`src/rtl/serial_subtractor_pkg.sv`:
```
// Shared definitions for the bit-serial subtractor: default width and FSM states.
package serial_subtractor_pkg;

    localparam int DEFAULT_WIDTH = 8;

    typedef enum logic [1:0] {
        IDLE = 2'd0,
        BUSY = 2'd1,
        DONE = 2'd2
    } state_t;

endpackage

```
`src/rtl/full_subtractor_cell.sv`:
```
// One-bit full subtractor: d = x - y - br, with borrow-out.
module full_subtractor_cell (
    input  logic x,
    input  logic y,
    input  logic br,
    output logic d,
    output logic br_next
);

    assign d       = x ^ y ^ br;
    assign br_next = (~x & y) | (~(x ^ y) & br);

endmodule

```
`src/rtl/serial_subtractor.sv`:
```
// Bit-serial subtractor: computes a - b - bin one bit per enabled cycle, LSB first.
module serial_subtractor
    import serial_subtractor_pkg::*;
#(
    parameter int WIDTH = DEFAULT_WIDTH
) (
    input  logic             clk,
    input  logic             rst,
    input  logic             ena,
    input  logic             start,
    input  logic [WIDTH-1:0] a,
    input  logic [WIDTH-1:0] b,
    input  logic             bin,
    output logic             busy,
    output logic             done,
    output logic [WIDTH-1:0] diff,
    output logic             bout,
    output logic             ovf
);

    localparam int            CW   = (WIDTH > 1) ? $clog2(WIDTH) : 1;
    localparam logic [CW-1:0] LAST = CW'(WIDTH - 1);

    state_t           r_state;
    logic [WIDTH-1:0] r_a;
    logic [WIDTH-1:0] r_b;
    logic [WIDTH-1:0] r_shift;
    logic [WIDTH-1:0] r_diff;
    logic [CW-1:0]    r_cnt;
    logic             r_br;
    logic             r_busy;
    logic             r_done;
    logic             r_bout;
    logic             r_ovf;

    logic             w_x;
    logic             w_y;
    logic             w_d;
    logic             w_br_next;
    logic [WIDTH-1:0] w_shift_next;

    assign w_x          = r_a[r_cnt];
    assign w_y          = r_b[r_cnt];
    // New bit enters at the MSB; after WIDTH shifts bit i sits at position i.
    assign w_shift_next = {w_d, r_shift[WIDTH-1:1]};

    full_subtractor_cell u_cell (
        .x       (w_x),
        .y       (w_y),
        .br      (r_br),
        .d       (w_d),
        .br_next (w_br_next)
    );

    // Control FSM, datapath registers and registered outputs.
    always_ff @(posedge clk) begin
        if (rst) begin
            r_state <= IDLE;
            r_a     <= '0;
            r_b     <= '0;
            r_shift <= '0;
            r_diff  <= '0;
            r_cnt   <= '0;
            r_br    <= 1'b0;
            r_busy  <= 1'b0;
            r_done  <= 1'b0;
            r_bout  <= 1'b0;
            r_ovf   <= 1'b0;
        end else if (ena) begin
            case (r_state)
                IDLE: begin
                    r_done <= 1'b0;
                    if (start) begin
                        r_a     <= a;
                        r_b     <= b;
                        r_br    <= bin;
                        r_cnt   <= '0;
                        r_shift <= '0;
                        r_busy  <= 1'b1;
                        r_state <= BUSY;
                    end
                end
                BUSY: begin
                    r_shift <= w_shift_next;
                    r_br    <= w_br_next;
                    if (r_cnt == LAST) begin
                        r_cnt   <= '0;
                        r_busy  <= 1'b0;
                        r_done  <= 1'b1;
                        r_diff  <= w_shift_next;
                        r_bout  <= w_br_next;
                        r_ovf   <= (r_a[WIDTH-1] ^ r_b[WIDTH-1]) & (w_d ^ r_a[WIDTH-1]);
                        r_state <= DONE;
                    end else begin
                        r_cnt <= r_cnt + CW'(1);
                    end
                end
                DONE: begin
                    r_done  <= 1'b0;
                    r_state <= IDLE;
                end
                default: begin
                    r_busy  <= 1'b0;
                    r_done  <= 1'b0;
                    r_state <= IDLE;
                end
            endcase
        end
    end

    assign busy = r_busy;
    assign done = r_done;
    assign diff = r_diff;
    assign bout = r_bout;
    assign ovf  = r_ovf;

endmodule

```
`config.mk`:
```
export PLATFORM = sky130hd
export DESIGN_NAME = serial_subtractor
export DESIGN_NICKNAME = d
export VERILOG_FILES = /design/src/rtl/serial_subtractor_pkg.sv /design/src/rtl/full_subtractor_cell.sv /design/src/rtl/serial_subtractor.sv
export SDC_FILE = /design/constraint.sdc
export NUM_CORES = 1
export LEC_CHECK = 0
export ABC_AREA = 0
export CORE_ASPECT_RATIO = 0.8
export CORE_UTILIZATION = 54
export DETAILED_ROUTE_END_ITERATION = 16
export GPL_TIMING_DRIVEN = 0
export HOLD_SLACK_MARGIN = 0.03
export PLACE_DENSITY_LB_ADDON = 0.25
export SLEW_MARGIN = 20
export SYNTH_ARGS = -nofsm -noshare
export SYNTH_HDL_FRONTEND = slang
export SYNTH_SLANG_ARGS = --single-unit
```
`constraint.sdc`:
```
create_clock -name clk -period 4.5 [get_ports clk]
set_clock_uncertainty 0.2 [all_clocks]
set_input_delay 0.45 -clock clk [delete_from_list [all_inputs] [get_ports clk]]
set_output_delay 0.45 -clock clk [all_outputs]
set_load 0.005 [all_outputs]
```
==> impl_metrics.py <==
metrics = {
    "clock_tree": {
        "numCtsBuffers": 5,
        "ctsResizeCount": 0,
        "h-tree-depth": 2,
        "cts_tree": "done",
        "cts_sinks": 41,
        "root_buffer": "clkbuf_8",
        "cts_setup_buffers": 0,
        "path_clk_slew_ps": 80,
        "insertion_delay_ps": 300,
        "hold_buffers": 0,
        "clockBufferDepth": 2,
    },
    "logic_synthesis": {
        "ys_ff_latch": 41,
        "synthArstFlopShare": 0,
        "syn_avg_cell_area_sq_um": 8.62,
        "ys_types": 28,
        "synthFlopType": "dfxtp_1",
        "synth_edf_count": 0,
        "ys_seq_area_frac": 0.474,
        "syn-num-nets": 225,
        "yosysWarningCount": 0,
        "synth_cells": 201,
        "syn_area_sq_um": 1730,
    },
    "timing": {
        "min_period_over_period": 0.609,
        "slew_viol_final": 0,
        "finalHoldViolCount": 0,
        "fmax_ghz": 0.365,
        "grt_setup_unrepaired": "no",
        "timing.slew.headroom": 0.569,
        "worst_slew_pin_slew_ps": 644,
        "setup_viol": 0,
        "setup_slack_ps": 1760,
        "fin_setup_tns_ps": 0,
        "whs_ps": 225,
        "min_period_ps": 2740,
    },
    "worst_setup_path": {
        "r2r_slack_ps": 1760,
        "crit_required_ps": 4470,
        "crit_path_end_kind": "flop",
        "arrival_ps": 2710,
        "critPathMaxFanout": 6,
        "r2r_cells": 7,
        "cp-startpoint": "r_cnt[0]$_SDFFE_PP0P_",
        "r2r-end": "ovf$_SDFFE_PP0P_",
        "start_kind": "flop",
        "critical_path_class": "flop to flop",
        "worstReg2RegStart": "r_cnt[0]$_SDFFE_PP0P_",
        "crit_path_end": "ovf$_SDFFE_PP0P_",
    },
    "drt": {
        "routed_via_density": 5.62,
        "postRouteWirelength_um": 4110,
        "drtAntennaViolNets": 0,
        "firstDrtPassIters": 4,
        "wire_per_inst_um": 14.8,
        "vias": 1563,
        "first_iter_violations": 89,
        "drc": 0,
    },
    "power_and_ir_drop": {
        "peakVddDrop_v": 0.000243,
        "pwr-share-seq": 0.495,
        "switchingPower_uw": 174,
        "combPwrFrac": 0.095,
        "p_leak_nw": 0.796,
        "power.internal_uw": 587,
        "clockPowerShare": 0.410,
        "p_per_area_nw_per_um2": 345,
        "swShare": 0.229,
    },
    "run_status": {
        "status": "complete, no violations",
    },
    "floorplanning": {
        "die_w_um": 65.3,
        "design.die.area_sq_um": 3440,
        "io_pins": 33,
        "die_h_um": 52.7,
        "start_util": 0.599,
        "rows": 17,
        "core_sq_um": 2890,
    },
    "place": {
        "port_buffers": 31,
        "dp_hpwl_um": 2820,
        "dp_cells": 270,
        "gp_congestion": 0.789,
        "dp_slack_ps": 1800,
    },
    "grt": {
        "grt_pass1_vias": 1461,
        "grt_max_degree": 14,
        "antenna_found_initial": 0,
        "grt_overflow": 0,
        "grt_pass1_wl_um": 6780,
        "track_usage": 0.276,
    },
    "finish": {
        "fin_nets": 263,
        "drive_gt1_frac": 0.0750,
        "final_cells": 278,
        "final_cell_mix": "57 x nand2_1, 41 x dfxtp_1, 39 x a21oi_1",
        "final_common_cell": "nand2_1",
        "syn_to_final_growth_pct": 27.6,
        "antenna_cells": 0,
        "utilization": 0.764,
    },
    "min_path": {
        "hp-class": "input port to flop",
        "hold_depth": 2,
    },
    "job": {
        "drv_cap": 0,
    },
}
==> sequential cells by signal (all words and copies together) (netlist names) <==
register  count
bout          1
r_a           8
busy          1
diff          8
r_shift       7
r_state       2
done          1
ovf           1
r_br          1
r_b           8
r_cnt         3
==> cells by family (layout without fill, tap and decap cells) <==
group / Yosys count / after routing / share of synthesized area
and+or+nand+nor: 77 / 77 / 0.203
buffers and inverters: 18 / 57 / 0.0513
adders and majority gates: 3 / 3 / 0.0260
AOI/OAI and AO/OA: 55 / 55 / 0.167
muxes: 7 / 7 / 0.0788
DFF: 41 / 41 / 0.474
==> layer usage <==
| layer | GRT usage | vias to the layer above | routed length (um) |
|---|---|---|---|
| li1 | - | 765 | - |
| met1 | 0.334 | 729 | 1700 |
| met2 | 0.479 | 61 | 2080 |
| met3 | 0.0587 | 8 | 267 |
| met4 | 0.109 | 0 | 67 |
| met5 | 0 | - | 0 |
==> critical path, cell delays in order, from the launching register on <==
cell and delay [ps]:
dfxtp_1 360, buf_6 140, mux4_1 550, mux2_2 300
fa_1 530, and3b_1 210, a211oi_1 240, nor3_1 80
==> power by group through the flow <==
stage | Combinational, mW | Clock (mW) | Sequential (mW)
6_report | 0.0724 | 0.312 | 0.377
5_1_grt | 0.0796 | 0.328 | 0.378
4_1_cts | 0.0719 | 0.315 | 0.377
3_5_place_dp | 0.0706 | 0 | 0.385
3_3_place_gp | 0.0678 | 0 | 0.385
2_1_floorplan | 0.0407 | 0 | 0.384
==> Yosys cell counts (3+ instances only) <==
cell	number	area [sq um]
o21ai_0	11	55.1
clkbuf_1	8	30.0
a211oi_1	4	30.0
mux4_1	4	105
nand2_1	57	214
buf_2	5	25.0
nand2b_1	3	18.8
dfxtp_1	41	821
nor2_1	5	18.8
a21oi_1	39	195
==> layout make-up <==
class	instances	area [sq um]
Buffer	16	81.3
Clock buffer	6	82.6
Clock inverter	2	37.5
Fill cell	206	683
Inverter	2	7.51
Multi-Input combinational cell	142	822
Sequential cell	41	821
Tap cell	38	47.5
Timing Repair Buffer	31	310
==> per-stage QoR <==
| step | instance area [sq um] | power [mW] |
|---|---|---|
| floorplan | 1730 | 0.424 |
| global placement | 2090 | 0.453 |
| detailed placement | 2090 | 0.456 |
| CTS | 2210 | 0.764 |
| global route | 2210 | 0.786 |
| finish | 2210 | 0.762 |
==> worst min path at each step <==
| stage | end | slack [ps] | startpoint |
|---|---|---|---|
| finish | r_br$_SDFFE_PP0P_ | 230 | rst |
| global route | r_br$_SDFFE_PP0P_ | 260 | rst |
| CTS | r_br$_SDFFE_PP0P_ | 220 | rst |
| detailed placement | diff[0]$_SDFFE_PP0P_ | 240 | r_shift[1]$_SDFFE_PP0P_ |
| global placement | r_b[1]$_SDFFE_PP0P_ | 240 | r_b[1]$_SDFFE_PP0P_ |
| floorplan | diff[0]$_SDFFE_PP0P_ | 230 | r_shift[1]$_SDFFE_PP0P_ |
(Power assumes the default switching activity.)
